`src/rtl/fdiv2.sv`:
```
// fdiv2: halves one packed float {sign, exp, mnt} per transaction behind a 1-deep valid/ready register.
// Build option FDIV2_IEEE_SPECIAL_EN: all-ones exponents (Inf/NaN) pass through unchanged.
module fdiv2 #(
    parameter int I_EXP  = 8,
    parameter int I_MNT  = 7,
    parameter int I_DATA = I_EXP + I_MNT + 1
) (
    input  logic              clk,
    input  logic              rst_n,
    input  logic              i_valid,
    output logic              i_ready,
    input  logic [I_DATA-1:0] if32,
    output logic              o_valid,
    input  logic              o_ready,
    output logic [I_DATA-1:0] of32,
    output logic              o_inexact
);

    localparam logic [I_EXP-1:0] EXP_ONE  = I_EXP'(1);
    localparam logic [I_EXP-1:0] EXP_ONES = '1;

    logic              in_sign;
    logic [I_EXP-1:0]  in_exp;
    logic [I_MNT-1:0]  in_mnt;

    logic [I_EXP-1:0]  res_exp;
    logic [I_MNT-1:0]  res_mnt;
    logic              res_inexact;

    logic              valid_q,   valid_d;
    logic [I_DATA-1:0] data_q,    data_d;
    logic              inexact_q, inexact_d;

    logic              accept;

    assign in_sign = if32[I_DATA-1];
    assign in_exp  = if32[I_DATA-2 -: I_EXP];
    assign in_mnt  = if32[I_MNT-1:0];

    // NOTE: every signal driven here gets a default first, so no path can infer a latch.
    always_comb begin
        res_exp     = in_exp - EXP_ONE;
        res_mnt     = in_mnt;
        res_inexact = 1'b0;
        if (in_exp == '0) begin
            res_exp     = '0;
            res_mnt     = in_mnt >> 1;
            res_inexact = in_mnt[0];
        end else if (in_exp == EXP_ONE) begin
            // The hidden bit drops into the subnormal MSB as the value leaves the normal range.
            res_exp              = '0;
            res_mnt              = in_mnt >> 1;
            res_mnt[I_MNT-1]     = 1'b1;
            res_inexact          = in_mnt[0];
        end
`ifdef FDIV2_IEEE_SPECIAL_EN
        else if (in_exp == EXP_ONES) begin
            res_exp = in_exp;
        end
`endif
    end

    assign i_ready = !valid_q || o_ready;
    assign accept  = i_valid && i_ready;

    always_comb begin
        valid_d   = valid_q;
        data_d    = data_q;
        inexact_d = inexact_q;
        if (accept) begin
            valid_d   = 1'b1;
            data_d    = {in_sign, res_exp, res_mnt};
            inexact_d = res_inexact;
        end else if (o_ready) begin
            valid_d   = 1'b0;
        end
    end

    // NOTE: sequential state uses non-blocking assignments so every register samples pre-edge values.
    always_ff @(posedge clk or negedge rst_n) begin
        if (!rst_n) begin
            valid_q   <= 1'b0;
            data_q    <= '0;
            inexact_q <= 1'b0;
        end else begin
            valid_q   <= valid_d;
            data_q    <= data_d;
            inexact_q <= inexact_d;
        end
    end

    assign o_valid   = valid_q;
    assign of32      = data_q;
    assign o_inexact = inexact_q;

    logic unused_ones;
    assign unused_ones = ^EXP_ONES;

endmodule

```
`config.mk`:
```
export PLATFORM = sky130hd
export DESIGN_NAME = fdiv2
export DESIGN_NICKNAME = d
export VERILOG_FILES = /design/src/rtl/fdiv2.sv
export SDC_FILE = /design/constraint.sdc
export NUM_CORES = 1
export LEC_CHECK = 0
export BUFFER_PORTS_ARGS = -buffer_cell sky130_fd_sc_hd__clkbuf_2
export CAP_MARGIN = 10
export CORE_MARGIN = 5
export CORE_UTILIZATION = 50
export DETAILED_ROUTE_END_ITERATION = 12
export PLACE_DENSITY_LB_ADDON = 0.1
export RECOVER_POWER = 25
export SLEW_MARGIN = 20
export SYNTH_ARGS = -nofsm -noshare
export SYNTH_HDL_FRONTEND = slang
export SYNTH_SLANG_ARGS = --single-unit
```
`constraint.sdc`:
```
create_clock -name clk -period 2.8 [get_ports clk]
set_clock_uncertainty 0.05 [all_clocks]
set_input_delay 0.14 -clock clk [delete_from_list [all_inputs] [get_ports clk]]
set_output_delay 0.14 -clock clk [all_outputs]
set_load 0.03 [all_outputs]
```
-- Yosys cells after proc, flatten, opt, wreduce, memory -nomap -nowiden
Index checks and enable logic that the tools add are counted.
Widths: inputs -> output; s select.
- word-level logic and storage cells: 18
- register bits after elaboration: 18
- bits of input ports: 20
- output and inout port bits: 19
- reductions and logical operators: 5
- $add $sub $neg: 1
- equal/unequal tests: 1
- muxes and demuxes: 8
- operators by type and width (operator ; count):
    $mux 8 ; 2
    $mux 7 ; 2
    $eq 8x1->1 const B ; 1
    $logic_not 8->1 ; 1
    $sub 8x1->8 const B ; 1
    $mux 1 ; 4
    $reduce_bool 2->1 ; 1
    $logic_and 1x1->1 ; 1
    $logic_not 1->1 ; 1
    $logic_or 1x1->1 ; 1

-- Depth between registers and ports, before layout
Gate-level depths: netlist (run 1).
- word-level depth: 4
- mapped depth: 7
- mapped depth without buffers: 6

-- Least setup slack after synthesis (run 1)
Ideal clock, no wire load.
- path kind: flip-flop to flip-flop
- start: register valid_q (netlist: o_valid)
- end: register data_q[0] (netlist: of32[0])
- stages on the path, launching flop included: 5
- buffers on the path: 1
- arrival time: 1386 ps
- period minus slack after synthesis: 1573 ps
- data required time: 2614 ps
- setup time: 136 ps
- path slack: 1227 ps
- cell sequence: dfrtp_1 -> nand2b_1 -> nand2_1 -> clkbuf_1 -> o21ai_0
- cells in the longest elaborated chain, start to end: 3
- RTL lines (element ; RTL line ; text):
    from (decl) ; 30 ; logic valid_q, valid_d;
    from (signal assigned) ; 86 ; valid_q <= valid_d;
    $logic_not 1->1 ; 63 ; assign i_ready = !valid_q || o_ready;
    $logic_or 1x1->1 ; 63 ;
    named net i_ready ; 11 ; output logic i_ready,
    $logic_and 1x1->1 ; 64 ; assign accept = i_valid && i_ready;
    to (signal assigned) ; 87 ; data_q <= data_d;
    to (decl) ; 31 ; logic [I_DATA-1:0] data_q, data_d;
The timed path passes the listed nets, and every way through them passes these cells.
A chain may end at the register's enable or synchronous reset.

-- Final worst setup path (run 1)
- start: register valid_q (netlist: o_valid)
- end: register data_q[15] (netlist: of32[15])
- cells in the longest elaborated chain, start to end: 3
- RTL lines (element ; RTL line):
    $logic_not 1->1 ; 63
    $logic_or 1x1->1 ; 63
    $logic_and 1x1->1 ; 64
No other way between the ends.

==> run_results.csv, run 1 <==
group,metric,value,unit
run_status,status,"finished clean",
synthesis,yosys_most_used_dff,"dfrtp_1",
timing,drv_slew,0,
synthesis,synth_top_cell_area_share,48.4,%
floorplan,fp.coreArea,1750,sq um
synthesis,syn_inst,91,
route,wl_per_cell,12.4,um
route,via_per_inst,4.96,
grt,grt_pass1_wl,3200,um
min_path,min_to,"o_inexact",
timing,fin_setup_tns,0,ns
worst_setup_path,crit_buf_inv,0,
floorplan,dieArea,2820,sq um
placed_design,portBuffers,38,
floorplan,die_y,53.2,um
grt,grt_antenna_before_repair,0,
job,maxCapViolCount,0,
timing,worstMarginPinSlew,0.962,ns
cts,cts_root_buf,"clkbuf_4",
worst_setup_path,slowest_stage,"nand2_1",
timing,fin_crit_sh,60.2,%
power,comb_power_share,28.8,%
synthesis,async_flop_share,100,%
timing,rsz0062_at_grt,"false",
min_path,min-delay-path-class,"in -> reg",
worst_setup_path,r2r_end,"of32[15]",
power,power_leakage,0.000610,uW
floorplan,floorplan.rows,15,
placed_design,gp_congestion,0.814,
cts,clk_pin_slew,0.10,ns
worst_setup_path,path_cells,"nand2b_1, nand2_1, mux2_2",
worst_setup_path,crit_type,"reg -> reg",
final_layout,fin_util,67.3,%
synthesis,synthTopCellsByCount,"nand2_1, dfrtp_1, o21ai_0",
synthesis,synth_cell_types,25,
cts,cts_sinks,18,
worst_setup_path,crit_required,2.93,ns
worst_setup_path,r2r_slack,1.11,ns
power,clockPowerShare,24.2,%
route,ant_nets,0,
placed_design,hpwl,1570,um
synthesis,synth_area,931,sq um
timing,hold_viol_final,0,
power,p_per_area,560,nW/um^2
grt,grt.overflow.total,0,
route,first_iter_violations,9,
route,dr.pass1.iters,4,
route,drc,0,
min_path,holdPathStages,3,
power,switching_share,34.5,%
worst_setup_path,crit_arrival,1.82,ns
final_layout,area_delta_synth_final,26.2,%
synthesis,yosysTopAreaCell,"dfrtp_1",
final_layout,num-nets-final,154,
grt,grt_max_degree,32,
worst_setup_path,crit_family,"simple AND/OR/NAND/NOR gates",
timing,fmax,593,MHz
timing,relSlewSlack,35.9,%
final_layout,antennaDiodeCount,0,
synthesis,ys_ff_latch,18,
power,p_sw,227,uW
floorplan,io_pins,39,
cts,htreeDepth,1,
floorplan,initial_core_util,53.3,%
worst_setup_path,cp-end-kind,"flop",
power,p_int,431,uW
route,vias,769,
min_path,min_from,"if32[0]",
synthesis,synth_warnings,0,
worst_setup_path,critPathMaxFanout,31,
worst_setup_path,cp_slowest_stage_delay,0.66,ns
synthesis,synth_area_leaders,"dfrtp_1, nand2_1, mux2i_1",
synthesis,synth-seq-area-share,48.4,%
cts,cts_tree,"yes",
worst_setup_path,worst_r2r_startpoint,"o_valid",
floorplan,die_w,53.2,um
power,power_frac_seq,47.0,%
power,peakVddDrop,0.320,mV
timing,setup_viol,0,
cts,worstSkewPairLatency,0.28,ns
worst_setup_path,worstRegToRegCells,3,
synthesis,syn-num-nets,114,
cts,cts_buffers,3,
synthesis,yosysMostFrequentCell,"nand2_1",
synthesis,syn_area_per_cell,10.2,sq um
route,drt_wl_total,1920,um
cts,ctsLongestPathBuffers,2,
worst_setup_path,worstSetupStartpointType,"flop",
grt,grtUsageTotal,15.7,%
timing,fin_crit,1.69,ns
synthesis,synth_edf_count,0,
grt,first_global_vias,759,
final_layout,drive_gt1_share,36.9,%
[what timing repair did]
| item | in CTS | in global routing |
|---|---|---|
| resized for setup | 0 | 0 |
| setup buffers | 0 | 0 |
| hold endpoints to repair | 18 | 0 |
| hold buffers | 1 | 0 |
[kinds of logic after synthesis]
group                    Yosys count  synth area share, %
flip-flops                        18                 48.4
multiplexers                       8                 8.74
XOR/XNOR                           5                 4.71
adder cells (fa/ha/maj)            3                 4.03
AND/OR/NAND/NOR                   34                 20.0
buffers and inverters              6                 3.23
AO/OA/AOI/OAI                     17                 10.9
[cells in the final DEF (no fill, tap or decap), drive strengths merged]
cell type	synthesis	layout
clkbuf	3	42
mux2i	7	7
nor3	1	1
inv	2	2
and4bb	1	1
xnor2	3	3
dlygate4sd3	0	1
and3	2	2
dfrtp	18	18
o31ai	6	6
nand2b	2	2
nand2	19	19
o21ai	10	10
nor3b	1	1
a31oi	1	1
ha	3	3
nand3	3	3
xor2	2	2
mux2	1	1
nor4	1	1
or2	1	1
nor2	3	3
[flip-flops by register name (all words and copies together) (netlist names)]
| name | flops |
|---|---|
| o_inexact | 1 |
| o_valid | 1 |
| of32 | 16 |
[worst max-delay path by stage]
stage	startpoint	cells after the start	slack [ns]	end
floorplan	o_valid	4	1.23	of32[0]
global placement	o_valid	3	1.16	of32[15]
detailed placement	o_valid	3	1.11	of32[15]
CTS	o_valid	3	1.10	of32[15]
global route	o_valid	3	0.98	of32[6]
finish	o_valid	3	1.11	of32[15]
[worst reg2reg max path, cell delays in order (launching register included)]
cell,delay (ns)
dfrtp_1,0.36
nand2b_1,0.11
nand2_1,0.66
mux2_2,0.41
[power groups by stage]
stage	Sequential [uW]	Clock, uW	Combinational [uW]
floorplan	382	0	53.5
global placement	314	0	188
detailed placement	315	0	192
CTS	310	164	193
global route	314	173	207
finish	309	159	190
[cell type report]
cell class	instances	area, sq um
Tap cell	25	31.3
Timing Repair Buffer	39	199
Sequential cell	18	450
Clock buffer	4	36.3
Multi-Input combinational cell	67	450
Inverter	2	7.51
Fill cell	165	571
[per-layer routing]
layer / global-route usage [%] / routed length, um
met1: 18.1 / 848
met2: 27.9 / 925
met3: 3.10 / 129
met4: 6.38 / 14
met5: 0 / 0
[per-stage QoR]
step                      worst slack (ns)  hold WS [ns]  total power (uW)  cell area, sq um  cells
after global placement                1.16        0.0454               502              1130    150
after CTS                             1.10        0.0166               667              1180    155
after global routing                 0.984        0.0170               694              1170    155
after floorplan                       1.23        -0.206               436               931     91
final                                 1.11        0.0224               658              1170    155
after detailed placement              1.11        0.0540               507              1130    150
(Power assumes the default switching activity.)
==> run 2, diff against run 1 <==
--- a/config.mk
+++ b/config.mk
@@ -8,7 +8,7 @@
 export BUFFER_PORTS_ARGS = -buffer_cell sky130_fd_sc_hd__clkbuf_2
 export CAP_MARGIN = 10
 export CORE_MARGIN = 5
-export CORE_UTILIZATION = 50
+export CORE_UTILIZATION = 42
 export DETAILED_ROUTE_END_ITERATION = 12
 export PLACE_DENSITY_LB_ADDON = 0.1
 export RECOVER_POWER = 25
==> constraint.sdc (replaced) <==
create_clock -name clk -period 1.39 [get_ports clk]
set_clock_uncertainty 0.05 [all_clocks]
set_input_delay 0.0695 -clock clk [delete_from_list [all_inputs] [get_ports clk]]
set_output_delay 0.0695 -clock clk [all_outputs]
set_load 0.03 [all_outputs]
==> run 2 against run 1 <==
Worst setup slack got worse by 0.94 ns; utilization is 8.8 points lower; final area increased by 8.0%; global-route usage decreased by 2.0 points; sequential share of layout area shrank 2.7 points; count of clock-buffer cells in the layout unchanged; final cell count up 8.4%; critical endpoint is now of32[7]; clock power rose by 100%; critical path depth is 1 higher; non-clock buffer count increased by 10; total power up 110%.
==> run_results.csv, run 2 (synthesis results as in run 1) <==
group,metric,value,unit
run_status,status,"finished clean",
worst_setup_path,crit_arrival,1.36,ns
route,first_iter_violations,18,
route,drc,0,
timing,drv_slew,0,
placed_design,hpwl,1650,um
timing,rsz0062_at_grt,"false",
placed_design,post_dp_cell_area,1180,sq um
route,wl_per_cell,12.0,um
cts,htreeDepth,1,
timing,fin_crit_sh,87.4,%
power,power_leakage,0.000658,uW
timing,hold_viol_final,0,
cts,worstSkewPairLatency,0.29,ns
floorplan,die_w,57.1,um
worst_setup_path,critPathMaxFanout,20,
timing,whs,0.0228,ns
floorplan,die_y,57.1,um
cts,cts_tree,"yes",
grt,grtUsageTotal,13.7,%
floorplan,fp.coreArea,2170,sq um
cts,cts_sinks,18,
final_layout,area_delta_synth_final,36.3,%
floorplan,floorplan.rows,17,
final_layout,final_cell_mix,"clkbuf_2, nand2_1, dfrtp_1",
cts,ctsResizeCount,0,
final_layout,antennaDiodeCount,0,
route,ant_nets,0,
final_layout,drive_gt1_share,40.7,%
floorplan,initial_core_util,42.9,%
grt,grt_antenna_before_repair,0,
worst_setup_path,path_cells,"nand2b_2, nand2_1, buf_4, o31ai_1",
cts,cts_buffers,3,
power,peakVddDrop,0.561,mV
cts,ctsLongestPathBuffers,2,
worst_setup_path,worstSetupStartpointType,"flop",
placed_design,portBuffers,38,
timing,setup_viol,0,
final_layout,final_area,1270,sq um
route,drt_wl_total,2020,um
timing,worstMarginPinSlew,0.455,ns
timing,fmax,823,MHz
job,maxCapViolCount,0,
grt,grt_pass1_wl,3550,um
worst_setup_path,crit_required,1.54,ns
worst_setup_path,slowest_stage,"dfrtp_2",
cts,cts_root_buf,"clkbuf_4",
worst_setup_path,cp_slowest_stage_delay,0.42,ns
final_layout,final_common_cell,"clkbuf_2",
worst_setup_path,cp-end-kind,"flop",
route,dr.pass1.iters,4,
worst_setup_path,crit_type,"reg -> reg",
power,p_per_area,1070,nW/um^2
grt,grt.overflow.total,0,
timing,fin_setup_tns,0,ns
timing,fin_crit,1.22,ns
route,vias,805,
final_layout,num-nets-final,164,
route,via_per_inst,4.79,
final_layout,largest_reg_flops,16,
min_path,min-delay-path-class,"in -> reg",
grt,grt_max_degree,21,
timing,relSlewSlack,69.7,%
cts,clk_pin_slew,0.10,ns
floorplan,io_pins,39,
grt,first_global_vias,851,
floorplan,dieArea,3260,sq um
placed_design,gp_congestion,0.856,
## run 2: changes by cell type in the layout (fill, tap and decap cells not counted), sizes merged
cell / delta
dlygate4sd3: +4
buf: +6
## run 2: area by class of cell
class | count | area (sq um)
sequential | 18 | 452
tap | 28 | 35.0
inverter | 2 | 7.51
timing repair buffer | 49 | 285
fill | 210 | 901
clock buffer | 4 | 36.3
multi-input combinational | 67 | 453
## run 2: through the flow
stage	instances	utilization, %	worst slack (ns)	power [uW]
2_1_floorplan	91	-	0.0519	881
3_3_place_gp	159	54.5	0.00218	1030
3_5_place_dp	159	54.5	-0.0260	1040
4_1_cts	168	58.5	0.158	1370
5_1_grt	168	58.5	0.0541	1440
6_report	168	58.5	0.175	1350
## run 2: path summary, 6_finish.rpt
path	from	slack, ns	to	cells after the start
setup / recovery	o_valid	0.17	of32[7]	4
hold / removal	o_ready	0.02	o_valid	3
setup reg to reg	o_valid	0.17	of32[7]	4
hold reg to reg	of32[2]	0.44	of32[2]	2
max in group asynchronous	rst_n	0.76	o_valid	2
min in group asynchronous	rst_n	0.20	of32[0]	2
## run 2: power breakdown
part | internal (uW) | switching [uW]
logic | 138 | 270
clock network | 159 | 161
registers | 590 | 33.4
## run 2: routing by layer
layer	share of wire (%)	vias up	global-route usage, %
met2	47	23	21.9
met5	0	-	0
li1	-	416	-
met4	0.89	0	6.95
met3	6.6	2	3.62
met1	45	364	16.9
## run 2: timing repair
action / 4_1_cts / 5_1_grt
setup buffers: 0 / 0
endpoints found under the hold margin: 22 / 0
hold buffers: 5 / 0
## run 2: worst max-delay path, delay by kind of cell (launching register included)
kind | cells | cell delay [ns]
flip-flops | 1 | 0.42
AND/OR/NAND/NOR | 2 | 0.18
AO/OA/AOI/OAI | 1 | 0.25
buffers and inverters | 1 | 0.21
==> run 3, diff against run 2 <==
==> constraint.sdc (replaced) <==
create_clock -name clk -period 1.39 [get_ports clk]
set_clock_uncertainty 0.05 [all_clocks]
set_input_delay 0.278 -clock clk [delete_from_list [all_inputs] [get_ports clk]]
set_output_delay 0.278 -clock clk [all_outputs]
set_load 0.03 [all_outputs]
==> run 3 against run 2 <==
Routed wire length grew 3.2%; fmax shrank 6.4%; clock power grew 2%; largest power group unchanged; final cell count grew 3.0%; via count grew 2.1%; worst setup slack lost 0.083 ns; critical endpoint is now i_ready; sequential cell count is the same; highest routed layer unchanged; largest cell class unchanged; first-iteration DRC count shrank 22%; non-clock buffer count grew 5.
==> run_results.csv, run 3 (synthesis results as in run 1) <==
group,metric,value,unit
power,p_per_area,1050,nW/um^2
route,vias,822,
power,power_leakage,0.000687,uW
floorplan,io_pins,39,
grt,grt.met2_usage,20.7,%
timing,relSlewSlack,68.7,%
floorplan,floorplan.rows,17,
worst_setup_path,crit_buf_inv,1,
timing,fin_crit,1.30,ns
final_layout,largest_reg_flops,16,
grt,met3_usage,5.43,%
route,wl_per_cell,12.1,um
floorplan,die_w,57.1,um
final_layout,antennaDiodeCount,0,
worst_setup_path,cp-end-kind,"primary output",
timing,fmax,771,MHz
final_layout,num-nets-final,169,
final_layout,final_common_cell,"clkbuf_2",
min_path,min-delay-path-class,"in -> reg",
worst_setup_path,crit_type,"reg -> out",
job,maxCapViolCount,0,
worst_setup_path,critPathMaxFanout,4,
worst_setup_path,crit_required,1.06,ns
timing,final.setup.worst_slack,0.0922,ns
floorplan,die_y,57.1,um
floorplan,fp.coreArea,2170,sq um
timing,whs,0.160,ns
placed_design,portBuffers,38,
cts,cts_root_buf,"clkbuf_4",
cts,cts_setup_buffers,0,
grt,use_met1,17.3,%
worst_setup_path,crit_arrival,0.97,ns
timing,drv_slew,0,
final_layout,drive_gt1_share,45.5,%
placed_design,pre_cts_slack,-0.215,ns
worst_setup_path,slowest_stage,"dfrtp_2",
cts,cts_sinks,18,
timing,hold_viol_final,0,
final_layout,final_cell_mix,"clkbuf_2, nand2_1, dfrtp_1",
placed_design,hpwl,1680,um
run_status,status,"finished clean",
route,drc,0,
grt,grt.overflow.total,0,
route,ant_nets,0,
cts,ctsLongestPathBuffers,2,
power,peakVddDrop,0.774,mV
floorplan,initial_core_util,42.9,%
grt,grt_pass1_wl,3390,um
grt,top_usage_layer,"met2",
timing,fin_crit_sh,93.4,%
worst_setup_path,cp_slowest_stage_delay,0.42,ns
worst_setup_path,crit_family,"flip-flops",
cts,cts_tree,"yes",
grt,grt_antenna_before_repair,0,
timing,worstMarginPinSlew,0.469,ns
grt,first_global_vias,768,
route,first_iter_violations,14,
cts,htreeDepth,1,
timing,setup_viol,0,
worst_setup_path,path_cells,"nand2b_2, buf_4",
timing,rsz0062_at_grt,"false",
grt,grt_max_degree,21,
route,via_per_inst,4.75,
floorplan,dieArea,3260,sq um
route,dr.pass1.iters,4,
final_layout,area_delta_synth_final,39.8,%
cts,clk_pin_slew,0.10,ns
placed_design,gp_congestion,0.847,
worst_setup_path,r2r_slack,0.19,ns
worst_setup_path,worstSetupStartpointType,"flop",
cts,worstSkewPairLatency,0.29,ns
route,drt_wl_total,2090,um
cts,cts_buffers,3,
grt,grtUsageTotal,13.1,%
[run 3: worst paths after layout]
path / start / end / cells after the start
setup / recovery: o_valid / i_ready / 2
min in group asynchronous: rst_n / of32[7] / 2
setup reg to reg: o_valid / of32[9] / 4
max in group asynchronous: rst_n / o_valid / 2
hold reg to reg: of32[3] / of32[3] / 2
hold / removal: if32[0] / o_inexact / 3
[run 3: worst reg2reg max path: stages, from the launching register on]
cell      delay [ns]
dfrtp_2         0.42
nand2b_2        0.09
nand2_1         0.09
buf_4           0.21
o31ai_1         0.24
[run 3: through the flow]
stage	util, %	setup TNS, ns	power (uW)	std cells	area [sq um]
after global routing	60.0	0	1450	173	1300
after floorplan	-	0	882	91	940
after detailed placement	57.7	-1.91	1060	168	1250
after global placement	57.7	-1.35	1050	168	1250
final	60.0	0	1370	173	1300
after CTS	59.9	0	1390	173	1300
[run 3: repair_timing]
action                                  4_1_cts  5_1_grt
gates resized for setup                       0        3
endpoints found under the setup margin        0        1
hold endpoints to repair                     18        0
hold buffers                                  1        0
[run 3: cell type report]
| type | instances | area, sq um |
|---|---|---|
| fill | 206 | 868 |
| multi-input combinational | 67 | 455 |
| sequential | 18 | 452 |
| timing repair buffer | 54 | 315 |
| clock buffer | 4 | 36.3 |
| tap | 28 | 35.0 |
| inverter | 2 | 7.51 |
[run 3: where the power goes]
group | switching, uW | leakage [uW] | internal, uW
Combinational | 271 | 0.000446 | 148
Sequential | 34.0 | 0.000220 | 590
Clock | 169 | 0.0000210 | 160
[run 3: routing by layer]
| layer | share of wire, % | vias to the layer above |
|---|---|---|
| li1 | - | 422 |
| met2 | 45 | 27 |
| met4 | 0.81 | 0 |
| met5 | 0 | - |
| met1 | 46 | 371 |
| met3 | 7.6 | 2 |
